--- config.mk ---
export PLATFORM = sky130hd
export DESIGN_NAME = multdiv_sched
export DESIGN_NICKNAME = d
export VERILOG_FILES = /design/src/rtl/md_sched_pkg.sv /design/src/rtl/md_timeout_counter.sv /design/src/rtl/multdiv_sched.sv
export SDC_FILE = /design/constraint.sdc
export NUM_CORES = 1
export LEC_CHECK = 0
export ABC_AREA = 1
export CORE_MARGIN = 4
export CORE_UTILIZATION = 46
export CTS_CLUSTER_DIAMETER = 50
export DETAILED_ROUTE_END_ITERATION = 8
export PLACE_DENSITY = 0.93
export SLEW_MARGIN = 20
export SYNTH_ARGS = -nofsm -noshare
export SYNTH_HDL_FRONTEND = slang
export SYNTH_SLANG_ARGS = --single-unit
--- constraint.sdc ---
create_clock -name clock -period 4.46 [get_ports clock]
set_input_delay 0.446 -clock clock [delete_from_list [all_inputs] [get_ports clock]]
set_output_delay 0.446 -clock clock [all_outputs]
set_load 0.005 [all_outputs]
--- src/rtl/md_sched_pkg.sv ---
// rtl/md_sched_pkg.sv - shared states and constants for the multdiv writeback scheduler
package md_sched_pkg;

    typedef enum logic [1:0] {
        ST_IDLE = 2'd0,
        ST_RUN  = 2'd1,
        ST_WB   = 2'd2
    } md_state_t;

    localparam logic [31:0] STATUS_MULT = 32'd4;
    localparam logic [31:0] STATUS_DIV  = 32'd5;
    localparam logic [4:0]  RSTATUS_REG = 5'd30;
    localparam logic [5:0]  TIMEOUT     = 6'd63;

    function automatic logic [31:0] status_code(input logic is_div);
        return is_div ? STATUS_DIV : STATUS_MULT;
    endfunction

endpackage

--- src/rtl/md_timeout_counter.sv ---
// rtl/md_timeout_counter.sv - saturating RUN-cycle counter with timeout flag
module md_timeout_counter
    import md_sched_pkg::*;
(
    input  logic clock,
    input  logic reset,
    input  logic clear,
    input  logic enable,
    output logic done
);

    logic [5:0] count;

    always_ff @(posedge clock) begin
        if (reset || clear) begin
            count <= 6'd0;
        end else if (enable && (count != TIMEOUT)) begin
            count <= count + 6'd1;
        end
    end

    assign done = (count == TIMEOUT);

endmodule

--- src/rtl/multdiv_sched.sv ---
// rtl/multdiv_sched.sv - launches mult/div ops, tracks timeout, arbitrates the regfile write port
module multdiv_sched
    import md_sched_pkg::*;
(
    input  logic        clock,
    input  logic        reset,
    input  logic        issue_valid,
    input  logic        issue_is_div,
    input  logic [4:0]  issue_rd,
    input  logic        md_ready,
    input  logic        md_exception,
    input  logic [31:0] md_result,
    input  logic        wb_pipe_en,
    input  logic [4:0]  wb_pipe_reg,
    input  logic [31:0] wb_pipe_data,
    output logic        md_start_mult,
    output logic        md_start_div,
    output logic        stall,
    output logic        ctrl_writeEnable,
    output logic [4:0]  ctrl_writeReg,
    output logic [31:0] data_writeReg,
    output logic        busy
);

    md_state_t   state;
    logic [4:0]  rd_q;
    logic        is_div_q;
    logic [4:0]  buf_reg;
    logic [31:0] buf_data;
    logic        accept;
    logic        timed_out;
    logic        grant;

    // Gating with reset keeps a start pulse from escaping while the op would be discarded.
    assign accept = (state == ST_IDLE) && issue_valid && !reset;

    md_timeout_counter u_timeout (
        .clock  (clock),
        .reset  (reset),
        .clear  (accept),
        .enable (state == ST_RUN),
        .done   (timed_out)
    );

    always_ff @(posedge clock) begin
        if (reset) begin
            state    <= ST_IDLE;
            rd_q     <= 5'd0;
            is_div_q <= 1'b0;
            buf_reg  <= 5'd0;
            buf_data <= 32'd0;
        end else begin
            case (state)
                ST_IDLE: begin
                    if (issue_valid) begin
                        rd_q     <= issue_rd;
                        is_div_q <= issue_is_div;
                        state    <= ST_RUN;
                    end
                end
                ST_RUN: begin
                    if (md_ready) begin
                        if (md_exception) begin
                            buf_reg  <= RSTATUS_REG;
                            buf_data <= status_code(is_div_q);
                            state    <= ST_WB;
                        end else if (rd_q == 5'd0) begin
                            state    <= ST_IDLE;
                        end else begin
                            buf_reg  <= rd_q;
                            buf_data <= md_result;
                            state    <= ST_WB;
                        end
                    end else if (timed_out) begin
                        buf_reg  <= RSTATUS_REG;
                        buf_data <= status_code(is_div_q);
                        state    <= ST_WB;
                    end
                end
                ST_WB: begin
                    if (!wb_pipe_en) begin
                        state <= ST_IDLE;
                    end
                end
                default: state <= ST_IDLE;
            endcase
        end
    end

    // The pipeline always wins the port; the buffered write waits for a free cycle.
    assign grant            = (state == ST_WB) && !wb_pipe_en;
    assign ctrl_writeEnable = grant || wb_pipe_en;
    assign ctrl_writeReg    = grant ? buf_reg  : wb_pipe_reg;
    assign data_writeReg    = grant ? buf_data : wb_pipe_data;

    assign md_start_mult = accept && !issue_is_div;
    assign md_start_div  = accept && issue_is_div;
    assign busy          = (state != ST_IDLE);
    assign stall         = (state != ST_IDLE) || ((state == ST_IDLE) && issue_valid);

endmodule
==> impl_metrics.json <==
{
  "power_switching_share_pct": 25.7,
  "drive_above_1_share_pct": 7.23,
  "netlist_instances": 393,
  "timing.fmax_mhz": 312,
  "finalNetCount": 580,
  "worstSkewPairLatency_ns": 0.30,
  "wl_per_cell_um": 13.6,
  "worst_ir_drop_vdd_v": 0.000183,
  "layout.core_utilization_pct": 69.2,
  "post_synth_num_cell_types": 25,
  "place_congestion": 0.762,
  "antenna_found_initial": 0,
  "grt_start_max_net_pins": 47,
  "port_buffers": 122,
  "ys_top_cells_by_count": "108 x sky130_fd_sc_hd__nand2_1, 54 x sky130_fd_sc_hd__nor2_1, 51 x sky130_fd_sc_hd__dfxtp_1",
  "timing.critical_path.mode_cell": "sky130_fd_sc_hd__clkdlybuf4s50_1",
  "setup-tns-final_ns": 0,
  "largest_register": "buf_data",
  "cts-buffers-inserted": 5,
  "finalWirelength_um": 7770,
  "syn_area_sq_um": 2800,
  "register_clock_pin_slew_on_the_reported_worst_setup_and_hold_paths_ns": 0.09,
  "drt_first_pass_iters": 4,
  "setup_repair_after_global_routing_missed_its_margin": "false",
  "fin_crit_sh_pct": 72.0,
  "clock-sinks": 51,
  "synth_top_cell_area_share_pct": 36.5,
  "worstSetupStartpointType": "input port",
  "synth_edf_count": 0,
  "fp.coreArea_sq_um": 5920,
  "period_minus_slack_ns": 3.21,
  "run_status": "completed",
  "share_comb_of_total_power_pct": 25.4,
  "detailedPlace.worstSlack_ns": 1.21,
  "r2r_slack_ns": 2.02,
  "timing.critical_path.slowest_stage_cell": "sky130_fd_sc_hd__nand3_2",
  "power_density_nw_per_um2": 265,
  "antenna_violating_nets_post_route": 0,
  "drt-met1-wl_um": 3170,
  "final_layout_fill_cell_count": 487,
  "clkPwrFrac_pct": 28.4,
  "die_y_um": 86.0,
  "ys_warn_count": 0,
  "fraction_of_registers_with_async_set_or_reset_after_synthesis_pct": 0,
  "maxSlewViolCount": 0,
  "max_slew.worst_pin.slew_ns": 1.00,
  "cts_tree": "built",
  "grt_first_pass_wirelength_um": 12500,
  "grt.overflow.total": 0,
  "detailedPlacementHpwl_um": 5660,
  "worst_path_largest_cell_delay_ns": 0.70,
  "antenna-diode-count": 0,
  "synth.top_cells.by_area": "sky130_fd_sc_hd__dfxtp_1 36%, sky130_fd_sc_hd__nand2_1 14%, sky130_fd_sc_hd__nand3_1 7.9%",
  "detail_route.iter0.violations": 155,
  "required_ns": 4.01,
  "via_count": 2899,
  "routed-wl-met3_um": 419,
  "cts.root.buffer_cell": "sky130_fd_sc_hd__clkbuf_8",
  "setup.worst_path.class": "input port to primary output",
  "die-area_sq_um": 7390,
  "wl_met2_um": 4070,
  "setup_viol": 0,
  "hold_slack_ns": 0.462,
  "areaGrowthSynthToFinish_pct": 46.4,
  "cts_hold_buffers": 0,
  "max_ffs_per_register": 32,
  "cp-end-kind": "primary output",
  "switchingPower_uw": 279,
  "internal_power_uw": 805,
  "worst-path-max-fanout": 37,
  "total_leakage_power_uw": 0.00166,
  "worst_slew_margin_rel_pct": 32.9,
  "cts_repair_resize_count": 0,
  "fp.dieW_um": 86.0,
  "synth_largest_area_cell": "sky130_fd_sc_hd__dfxtp_1",
  "htree_num_levels": 2,
  "p_seq_share_pct": 46.3,
  "yosys.cell_count.top_type": "sky130_fd_sc_hd__nand2_1",
  "synth_seq_cells": 51,
  "synth_flop_cell": "sky130_fd_sc_hd__dfxtp_1",
  "biggestRegsByFlops": "buf_data x32, u_timeout.count x6",
  "drc": 0,
  "synthesis.area_per_instance_sq_um": 7.12,
  "ios": 123,
  "floorplan.rows": 28,
  "finalPower_uw": 1080,
  "clock_tree_buffer_depth": 2,
  "postCtsSetupRepairBufs": 0,
  "hold_viol": 0,
  "setup_slack_ns": 1.25,
  "highest_layer": "met4",
  "grt_pass1_vias": 2805,
  "synth_sequential_area_ratio_pct": 36.5,
  "grt.total_usage_pct": 20.7,
  "worst-endpoint-arrival_ns": 2.76,
  "cp_cell_sequence": "clkdlybuf4s50_1 -> inv_1 -> nand3_2 -> mux2_1 -> clkdlybuf4s50_1",
  "fin_worst_skew_ns": 0.00731,
  "avgViaCountPerCell": 5.06,
  "initial_core_utilization_pct": 47.3,
  "syn-num-nets": 475,
  "hold_path.class": "register to register",
  "maxCapViolations": 0
}
==> power groups by stage <==
| stage | clock network (uW) | registers (uW) | logic [uW] |
|---|---|---|---|
| after floorplan | 0 | 506 | 142 |
| after global placement | 0 | 510 | 265 |
| after detailed placement | 0 | 512 | 275 |
| after CTS | 311 | 501 | 277 |
| after global routing | 330 | 504 | 305 |
| final | 307 | 501 | 275 |
==> metrics by stage <==
stage / area, sq um / cells
6_report: 4100 / 573
4_1_cts: 4100 / 573
3_3_place_gp: 3990 / 566
5_1_grt: 4100 / 573
3_5_place_dp: 3990 / 566
2_1_floorplan: 2800 / 393
==> placed cells by master, fill, tap and decap left out <==
master                            synthesis  routed
sky130_fd_sc_hd__xnor2_1                  1       1
sky130_fd_sc_hd__dfxtp_1                 51      51
sky130_fd_sc_hd__nor2_1                  54      54
sky130_fd_sc_hd__mux2_2                  18      18
sky130_fd_sc_hd__nor2_4                   1       1
sky130_fd_sc_hd__nand3_2                  2       2
sky130_fd_sc_hd__clkdlybuf4s50_1          0     122
sky130_fd_sc_hd__buf_4                    8       2
sky130_fd_sc_hd__ha_1                     1       1
sky130_fd_sc_hd__o21ai_0                  2       2
sky130_fd_sc_hd__a21oi_1                 42      42
sky130_fd_sc_hd__nand2_1                108     108
sky130_fd_sc_hd__nand3b_1                 1       1
sky130_fd_sc_hd__or2_4                    1       1
sky130_fd_sc_hd__xor2_1                   1       1
sky130_fd_sc_hd__inv_2                    3       3
sky130_fd_sc_hd__mux2_1                  19      19
sky130_fd_sc_hd__bufinv_16                0       1
sky130_fd_sc_hd__inv_1                   14      14
sky130_fd_sc_hd__clkbuf_1                 2       1
sky130_fd_sc_hd__clkbuf_8                 0       5
sky130_fd_sc_hd__o21ai_4                  0       1
sky130_fd_sc_hd__o211ai_1                 1       1
sky130_fd_sc_hd__or2_2                    1       1
sky130_fd_sc_hd__nor2_2                   1       1
sky130_fd_sc_hd__nand3_1                 44      44
==> per-layer routing <==
metal | vias up | global-route usage, %
met4 | 0 | 5.04
met5 | - | 0
met1 | 1316 | 24.0
met3 | 12 | 4.71
li1 | 1488 | -
met2 | 83 | 38.3
==> path summary, 6_finish.rpt <==
path,cells past startpoint,startpoint,endpoint
min,2,rd_q[4],rd_q[4]
max reg2reg,7,u_timeout.count[0],buf_data[21]
min reg2reg,2,rd_q[4],rd_q[4]
max,5,wb_pipe_en,data_writeReg[11]
==> layout make-up <==
| type | count | area (sq um) | area share (%) |
|---|---|---|---|
| clock buffer | 6 | 72.6 | 1.77 |
| clock inverter | 1 | 30.0 | 0.733 |
| inverter | 17 | 63.8 | 1.56 |
| multi-input combinational | 299 | 1580 | 38.5 |
| sequential | 51 | 1020 | 24.9 |
| tap | 75 | 93.8 | 2.29 |
| timing repair buffer | 124 | 1240 | 30.2 |
==> logic make-up (layout without fill, tap and decap cells) <==
logic type | count (synthesis) | count (layout) | share of synthesized area [%]
AO/OA/AOI/OAI | 46 | 46 | 8.45
XOR/XNOR | 2 | 2 | 0.626
adder cells (fa/ha/maj) | 1 | 1 | 0.447
buffers and inverters | 43 | 148 | 7.33
flip-flops | 51 | 51 | 36.5
multiplexers | 37 | 37 | 14.9
AND/OR/NAND/NOR | 213 | 213 | 31.8
==> worst max-delay path, delay by kind of cell <==
kind | cells | cell delay [ns]
buffers and inverters | 3 | 0.97
multiplexers | 1 | 0.61
AND/OR/NAND/NOR | 1 | 0.70
No activity file was read; power rests on OpenSTA's default activity.
